`src/rtl/gray_pipe_accum.sv`:
```
// Three-stage pipelined Gray-code adder/accumulator with valid/ready handshake.
// Define GRAY_PIPE_ACC_SAT_EN to saturate the accumulator instead of wrapping it.
`default_nettype none

module gray_pipe_accum #(
    parameter int N = 4
) (
    input  logic         clk,
    input  logic         rst,
    input  logic         in_valid,
    output logic         in_ready,
    input  logic         in_mode,
    input  logic [N-1:0] in_a,
    input  logic [N-1:0] in_b,
    input  logic         clr_acc,
    output logic         out_valid,
    input  logic         out_ready,
    output logic [N:0]   out_result,
    output logic [N-1:0] acc_gray
);

    function automatic logic [N-1:0] gray2bin(input logic [N-1:0] g);
        logic [N-1:0] b;
        b[N-1] = g[N-1];
        for (int i = N - 2; i >= 0; i--) begin
            b[i] = b[i+1] ^ g[i];
        end
        return b;
    endfunction

    function automatic logic [N:0] bin2gray(input logic [N:0] b);
        logic [N:0] g;
        g[N] = b[N];
        for (int i = N - 1; i >= 0; i--) begin
            g[i] = b[i+1] ^ b[i];
        end
        return g;
    endfunction

    logic         r_s1_valid;
    logic         r_s1_mode;
    logic [N-1:0] r_s1_a;
    logic [N-1:0] r_s1_b;
    logic         r_s2_valid;
    logic [N:0]   r_s2_sum;
    logic         r_out_valid;
    logic [N:0]   r_out_result;
    logic [N-1:0] r_acc;

    logic         w_adv;
    logic [N:0]   w_s2_sum;
    logic [N-1:0] w_acc_next;
    logic         w_acc_commit;
    logic [N:0]   w_acc_gray_ext;

    // One global advance: every stage shifts or holds together, bubbles included.
    assign w_adv    = !r_out_valid || out_ready;
    assign in_ready = w_adv;

    // NOTE: a continuous assign or an always_comb with a value on every path
    // cannot infer a latch; a missing else branch in always_comb would.
    assign w_s2_sum = r_s1_mode ? ({1'b0, r_acc}  + {1'b0, r_s1_a})
                                : ({1'b0, r_s1_a} + {1'b0, r_s1_b});

`ifdef GRAY_PIPE_ACC_SAT_EN
    assign w_acc_next = w_s2_sum[N] ? {N{1'b1}} : w_s2_sum[N-1:0];
`else
    assign w_acc_next = w_s2_sum[N-1:0];
`endif

    assign w_acc_commit   = w_adv && r_s1_valid && r_s1_mode;
    assign w_acc_gray_ext = bin2gray({1'b0, r_acc});
    assign acc_gray       = w_acc_gray_ext[N-1:0];

    assign out_valid  = r_out_valid;
    assign out_result = r_out_result;

    // NOTE: sequential state uses non-blocking assignments so every stage
    // samples the previous-cycle value of the stage before it.
    always_ff @(posedge clk or posedge rst) begin
        if (rst) begin
            r_s1_valid   <= 1'b0;
            r_s1_mode    <= 1'b0;
            r_s1_a       <= '0;
            r_s1_b       <= '0;
            r_s2_valid   <= 1'b0;
            r_s2_sum     <= '0;
            r_out_valid  <= 1'b0;
            r_out_result <= '0;
        end else if (w_adv) begin
            r_s1_valid   <= in_valid;
            r_s1_mode    <= in_mode;
            r_s1_a       <= gray2bin(in_a);
            r_s1_b       <= gray2bin(in_b);
            r_s2_valid   <= r_s1_valid;
            r_s2_sum     <= w_s2_sum;
            r_out_valid  <= r_s2_valid;
            r_out_result <= bin2gray(r_s2_sum);
        end
    end

    // Clear wins over a same-edge ACC commit; that beat's sum already used the old value.
    always_ff @(posedge clk or posedge rst) begin
        if (rst) begin
            r_acc <= '0;
        end else if (clr_acc) begin
            r_acc <= '0;
        end else if (w_acc_commit) begin
            r_acc <= w_acc_next;
        end
    end

endmodule

`default_nettype wire

```
`config.mk`:
```
export PLATFORM = sky130hd
export DESIGN_NAME = gray_pipe_accum
export DESIGN_NICKNAME = d
export VERILOG_FILES = /design/src/rtl/gray_pipe_accum.sv
export SDC_FILE = /design/constraint.sdc
export NUM_CORES = 1
export LEC_CHECK = 0
export BUFFER_PORTS_ARGS = -buffer_cell sky130_fd_sc_hd__buf_2
export CAP_MARGIN = 0
export CORE_AREA = 5 5 55 57
export DETAILED_ROUTE_END_ITERATION = 6
export DIE_AREA = 0 0 60 62
export PLACE_DENSITY = 0.79
export SLEW_MARGIN = 20
export SYNTH_ARGS = -nofsm -noshare
export SYNTH_HDL_FRONTEND = slang
export SYNTH_SLANG_ARGS = --single-unit
```
`constraint.sdc`:
```
create_clock -name clk -period 4.8 [get_ports clk]
set_input_delay 0.48 -clock clk [delete_from_list [all_inputs] [get_ports clk]]
set_output_delay 0.48 -clock clk [all_outputs]
set_load 0.01 [all_outputs]
```
Word level (Yosys, flattened, before mapping)
Index checks and enable logic that the tools add are counted.
{ "totals": {"inputBits": 14, "register_bits": 26, "output_inout_bits": 11, "wordCells": 32} }
{ "classes": {"reduce_logical": 5, "n_addsub": 2, "n_mux": 3, "bitwise": 13} }
{ "ops": {"columns": ["cell", "count"], "rows": [
  ["1-bit XOR", 13],
  ["4-bit by 4-bit adder with 5-bit output", 2],
  ["4-bit two-way mux", 2],
  ["5-bit two-way mux", 1],
  ["1-bit logical AND", 2],
  ["2-bit nonzero test", 1],
  ["1-bit logical NOT", 1],
  ["1-bit logical OR", 1]
]} }

Logic depth before layout (Yosys ltp)
Gate-level depths: netlist of run 1.
{ "depth": {"ltp_word": 6, "mapped_depth": 8, "depth_no_buf": 7} }

Worst setup path after synthesis of run 1
No wires, ideal clock.
{ "synth_path": {"path_kind": "register to register", "from": "register r_s1_mode", "to": "register r_acc[2]", "path_slack_ps": 2849, "path_stages_with_launch": 9, "arrival_ps": 1873, "setup_ps": 77, "n_path_buf": 1, "path_cell_list": "dfrtp_1 -> buf_4 -> mux2_2 -> ha_1 -> inv_1 -> fa_1 -> xor2_1 -> or3_1 -> a21oi_1"} }
{ "synth_via": {"elab_chain_len": 3, "word_cells_on_any_way": 5, "cone_classes": "mux (3); reduce/logical (2)"} }
{ "synth_rtl": {"columns": ["element", "line_no", "rtl"], "rows": [
  ["from (decl)", "41", "logic r_s1_mode;"],
  ["from (signal assigned)", "92", "r_s1_mode <= in_mode;"],
  ["5-bit two-way mux", "62", "assign w_s2_sum = r_s1_mode ? ({1'b0, r_acc} + {1'b0, r_s1_a})"],
  ["4-bit two-way mux", "108", "end else if (w_acc_commit) begin"],
  ["4-bit two-way mux", "106", "end else if (clr_acc) begin"],
  ["to (signal assigned)", "109", "r_acc <= w_acc_next;"],
  ["to (decl)", "48", "logic [N-1:0] r_acc;"]
]} }
Parallel ways exist; a longest one is shown, timed or not. The select of a mux whose other input is x is not followed.
A chain may end at the register's enable or synchronous reset.

Final worst setup path of run 1
{ "layout_path": {"from": "register r_out_valid, in the netlist out_valid", "to": "output port in_ready"} }
{ "layout_via": {"elab_chain_len": 2} }
{ "layout_rtl": {"columns": ["element", "line_no", "rtl"], "rows": [
  ["from (decl)", "46", "logic r_out_valid;"],
  ["from (signal assigned)", "97", "r_out_valid <= r_s2_valid;"],
  ["1-bit logical NOT", "57", "assign w_adv = !r_out_valid || out_ready;"],
  ["1-bit logical OR", "57", null],
  ["to (decl)", "11", "output logic in_ready,"]
]} }
Every way passes these cells.

==> results.sh, run 1 <==
export IMPL_status="finished, final reports clean"
export IMPL_numPortBuffers=24
export IMPL_syn_area_mm2=0.00135
export IMPL_row_count=18
export IMPL_avgSynthCellArea_um2=10.0
export IMPL_synth_top_family_by_area="simple AND/OR/NAND/NOR gates"
export IMPL_crit_slowest_cell="nor2b_4"
export IMPL_drv_cap=0
export IMPL_ir_drop_mv=0.278
export IMPL_post_route_min_period_ns=2.30
export IMPL_syn_nets=154
export IMPL_postCtsSetupBuffers=0
export IMPL_syn2layout_area_growth_pct=11.2
export IMPL_clk_latency_ns=0.32
export IMPL_clock_skew_ns=0.00247
export IMPL_slew_viol_final=0
export IMPL_hpwl_um=1860
export IMPL_gp_congestion=0.859
export IMPL_vias_per_cell=5.24
export IMPL_die_w_um=60
export IMPL_relSlewSlack_pct=39.4
export IMPL_syn_inst=135
export IMPL_rsz0062_at_grt="false"
export IMPL_synthSimpleGateAreaFrac_pct=16.8
export IMPL_dieArea_mm2=0.00372
export IMPL_die_y_um=62
export IMPL_core_area_mm2=0.00243
export IMPL_cts_htree_levels=1
export IMPL_routed_wl_um=2470
export IMPL_first_pass_iters=4
export IMPL_p_leak_nw=0.750
export IMPL_critPathMaxFanout=35
export IMPL_cts_buffers=3
export IMPL_tns_ns=0
export IMPL_synth_cell_types=34
export IMPL_hold_path_class="input pin to async pin"
export IMPL_path_buf_inv=2
export IMPL_min_period_over_period_pct=47.8
export IMPL_wl_per_cell_um=13.3
export IMPL_crit_required_ns=4.32
export IMPL_ys_seq_elements=26
export IMPL_vias=975
export IMPL_seq_area_frac_synth_pct=48.1
export IMPL_antennaDiodeCount=0
export IMPL_io_pins=25
export IMPL_ctsResizeCount=0
export IMPL_slowest_delay_ns=0.60
export IMPL_power_mw=0.803
export IMPL_synth_fa_ha_area_share_pct=5.18
export IMPL_grt_use_total_pct=15.5
export IMPL_layout_common_cells="nand2_1, dfrtp_1, buf_2, o21ai_0, a21oi_1"
export IMPL_cts_sinks=26
export IMPL_layout_commonest_cell="nand2_1"
export IMPL_synthXorXnorAreaFrac_pct=11.1
export IMPL_hold_viol_final=0
export IMPL_drtIter0Drc=30
export IMPL_regArea_um2=651
export IMPL_grt_pass1_vias=960
export IMPL_setup_violations=0
export IMPL_clk_pin_slew_ns=0.14
export IMPL_cts_tree="yes"
export IMPL_crit_path_start_kind="register"
export IMPL_crit_family="simple AND/OR/NAND/NOR gates"
export IMPL_grt_max_degree=36
export IMPL_multi_input_area_um2=642
export IMPL_tightest_slew_ns=0.904
export IMPL_remaining_drc_errors=0
export IMPL_grt_remaining_overflow=0
export IMPL_drive_gt1_share_pct=23.7
export IMPL_final_antenna_net_count=0
export IMPL_muxShareOfSynthArea_pct=3.23
export IMPL_cts_root_buf="clkbuf_4"
export IMPL_antenna_found_initial=0
export IMPL_clockBufferDepth=2
export IMPL_cp_end_kind="primary output"
export IMPL_crit_chain="nor2b_4, inv_2, buf_2"
export IMPL_power_density_mw_per_mm2=533
export IMPL_arrival_ns=1.82
export IMPL_path_class="register to primary output"
export IMPL_fill_cells=223
export IMPL_synth_compound_area_share_pct=11.1
export IMPL_yosysWarnings=0
export IMPL_initial_core_util_pct=55.7
export IMPL_grt_first_pass_wirelength_um=4180
export IMPL_hold_buffers=0
export IMPL_nets=176
export IMPL_fmax_mhz=436
through the flow:
step	cell area, um^2	hold WS, ns	instances	setup slack (ns)	utilization [%]
floorplan	1350	0.430	135	2.85	-
global placement	1470	0.449	182	2.70	60.4
detailed placement	1470	0.465	182	2.66	60.4
CTS	1510	0.340	186	2.50	61.9
global route	1510	0.272	186	2.34	61.9
finish	1510	0.213	186	2.50	61.9
path summary, 6_finish.rpt:
kind	slack [ns]	to	cells past startpoint	startpoint
min	0.21	out_result[0]	2	rst
max	2.50	in_ready	3	out_valid
min in group clk	0.35	r_s1_mode	3	in_mode
min reg2reg	0.49	out_result[0]	2	out_result[0]
max in group asynchronous	4.17	r_s1_b[3]	2	rst
max reg2reg	2.67	r_acc[2]	7	r_s1_mode
registers in the layout, summed over array words and instances, names as in the netlist:
signal and cells:
r_s1_valid 1, r_acc 4, r_s2_sum 5, r_s1_mode 1
out_result 5, r_s2_valid 1, out_valid 1, r_s1_a 4
r_s1_b 4
power by group:
group	leakage, nW	internal, mW	total (mW)	switching [mW]
registers	0.317	0.299	0.362	0.0634
clock network	0.0210	0.0464	0.111	0.0642
logic	0.412	0.155	0.330	0.175
total	0.750	0.500	0.803	0.303
cells in the mapped netlist (all sizes together):
cell | n | area share [%]
or3 | 1 | 0.46
o31ai | 1 | 0.55
inv | 5 | 1.4
ha | 4 | 3.7
mux2i | 1 | 0.74
o21ai | 12 | 4.4
nor2b | 2 | 1.5
xnor2 | 6 | 3.9
a21oi | 7 | 2.6
or2 | 1 | 0.46
fa | 1 | 1.5
dfrtp | 26 | 48
xnor3 | 2 | 3.3
nand2 | 33 | 9.3
clkbuf | 3 | 0.83
nand2b | 2 | 0.92
nand4 | 1 | 0.46
o221ai | 1 | 1.1
or4b | 1 | 1.0
and3b | 1 | 0.65
buf | 4 | 2.3
nand3 | 1 | 0.37
a211oi | 1 | 0.55
a31oi | 1 | 0.46
mux2 | 3 | 2.5
a2111o | 1 | 0.83
xor2 | 6 | 3.9
a21boi | 1 | 0.55
nor2 | 6 | 1.7
final cells by class:
| cell class | count | area share [%] |
|---|---|---|
| multi-input cells | 97 | 42.6 |
| flip-flops and latches | 26 | 43.2 |
| well taps | 30 | 2.49 |
| repair buffers | 24 | 7.98 |
| clock buffers | 4 | 2.41 |
| inverters | 5 | 1.25 |
routing by layer:
layer,global-route usage [%],wire length (um),up-vias
met5,0,0,-
met1,19.2,1090,464
li1,-,-,487
met2,24.8,1220,20
met3,3.10,108,4
met4,9.81,55,0
logic make-up (layout without fill, tap and decap cells):
| family | count (synthesis) | after routing |
|---|---|---|
| compound gates | 25 | 25 |
| xor+xnor | 14 | 14 |
| fa+ha+maj | 5 | 5 |
| buf+inv | 12 | 33 |
| flops | 26 | 26 |
| mux | 4 | 4 |
| simple gates | 49 | 49 |
(Power assumes the default switching activity.)
==> run 2: changes to the inputs <==
- CORE_AREA: 5 5 55 57 -> 5 5 59 61
- DIE_AREA: 0 0 60 62 -> 0 0 64 66
- PLACE_DENSITY: 0.79 -> 0.72
- clock period: 4.8 -> 1.97 ns (I/O delays scaled with it)
==> run 2 against run 1 <==
Compared with the run above: non-clock buffer count increased by 8; via count increased by 5.6%; die area increased by 14%; routed wire length increased by 10%; clock power increased by 100%; global-route usage decreased by 2.1 points.
==> results.sh, run 2 (synthesis results as in run 1) <==
export IMPL_crit_required_ns=2.23
export IMPL_power_mw=2.09
export IMPL_first_pass_iters=4
export IMPL_fmax_mhz=512
export IMPL_met3_usage_pct=2.89
export IMPL_clk_pin_slew_ns=0.13
export IMPL_routed_wl_um=2720
export IMPL_grt_use_total_pct=13.4
export IMPL_remaining_drc_errors=0
export IMPL_grt_busiest_layer="met2"
export IMPL_cts_htree_levels=1
export IMPL_vias=1030
export IMPL_cts_tree="yes"
export IMPL_slew_viol_final=0
export IMPL_fill_cells=268
export IMPL_drive_gt1_share_pct=32.5
export IMPL_layout_common_cells="nand2_1, dfrtp_1, buf_2, o21ai_0, buf_4"
export IMPL_place_area_mm2=0.00150
export IMPL_post_route_min_period_ns=1.95
export IMPL_wl_per_cell_um=13.9
export IMPL_fin_util_pct=55.4
export IMPL_clock_skew_ns=0.00393
export IMPL_syn2layout_area_growth_pct=19.9
export IMPL_cp_end_kind="register"
export IMPL_gp_congestion=0.861
export IMPL_core_area_mm2=0.00293
export IMPL_relSlewSlack_pct=77.9
export IMPL_crit_path_start_kind="register"
export IMPL_path_class="register to register"
export IMPL_setup_violations=0
export IMPL_min_period_over_period_pct=99.1
export IMPL_antennaDiodeCount=0
export IMPL_layout_commonest_cell="nand2_1"
export IMPL_nets=184
export IMPL_row_count=20
export IMPL_tightest_slew_ns=0.331
export IMPL_grtUsageMet1_pct=15.4
export IMPL_vias_per_cell=5.26
export IMPL_hpwl_um=1970
export IMPL_ir_drop_mv=0.600
export IMPL_grt_use_met2_pct=23.4
export IMPL_clockBufferDepth=2
export IMPL_numPortBuffers=24
export IMPL_critPathMaxFanout=5
export IMPL_die_y_um=66
export IMPL_grt_max_degree=27
export IMPL_p_leak_nw=0.788
export IMPL_clk_latency_ns=0.32
export IMPL_die_w_um=64
export IMPL_io_pins=25
export IMPL_reg2reg_depth=6
export IMPL_power_density_mw_per_mm2=1290
export IMPL_final_area_mm2=0.00162
export IMPL_dp_slack_ns=0.0200
export IMPL_whs_ns=0.0597
export IMPL_cts_buffers=3
export IMPL_drtIter0Drc=11
export IMPL_antenna_found_initial=0
export IMPL_cts_root_buf="clkbuf_4"
export IMPL_status="finished, final reports clean"
export IMPL_grt_pass1_vias=999
export IMPL_cts_sinks=26
export IMPL_arrival_ns=2.21
export IMPL_initial_core_util_pct=46.2
export IMPL_final_antenna_net_count=0
export IMPL_grt_first_pass_wirelength_um=4440
export IMPL_drv_cap=0
export IMPL_hold_viol_final=0
export IMPL_holdPathStages=3
export IMPL_dieArea_mm2=0.00422
export IMPL_grt_remaining_overflow=0
export IMPL_worst_slack_ns=0.0183
export IMPL_hold_path_class="input pin to register"
## run 2: path summary, 6_finish.rpt
path	slack (ns)	start	end
max	0.02	r_s1_mode	r_acc[3]
min	0.06	in_valid	r_s1_valid
max reg2reg	0.02	r_s1_mode	r_acc[3]
min reg2reg	0.48	out_result[4]	out_result[4]
max in group asynchronous	1.27	rst	out_result[2]
min in group asynchronous	0.45	rst	r_s1_a[3]
## run 2: metrics by stage
step	setup TNS, ns	cells
2_1_floorplan	0	135
3_3_place_gp	0	189
3_5_place_dp	0	189
4_1_cts	0	193
5_1_grt	-0.0849	196
6_report	0	196
## run 2: area by class of cell
type | count | area, um^2 | area share [%]
Multi-Input combinational cell | 97 | 707 | 43.6
Tap cell | 33 | 41.3 | 2.54
Sequential cell | 26 | 651 | 40.1
Inverter | 5 | 18.8 | 1.16
Clock buffer | 3 | 22.5 | 1.39
Timing Repair Buffer | 32 | 183 | 11.3
## run 2: worst max-delay path, cell delays in order, from the launching register on
cell and delay [ns]:
dfrtp_1 0.45, buf_4 0.14, mux2_2 0.36, ha_4 0.23, or2_2 0.29, a2111o_1 0.36
o221ai_2 0.06
## run 2: layer usage
metal / up-vias / part of all wire, %
met5: - / 0
met4: 0 / 2.0
met3: 5 / 5.6
met2: 39 / 50
met1: 481 / 42
li1: 505 / -
## run 2: power by group
| group | internal (mW) | switching, mW |
|---|---|---|
| Combinational | 0.492 | 0.486 |
| Clock | 0.0718 | 0.154 |
| Sequential | 0.728 | 0.163 |
| Total | 1.29 | 0.802 |
## run 2: repair_timing
action,4_1_cts,5_1_grt
setup buffers,0,3
gates resized for setup,1,12
hold buffers,1,0
setup endpoints to repair,1,3
pin swaps,0,5
hold endpoints to repair,26,0
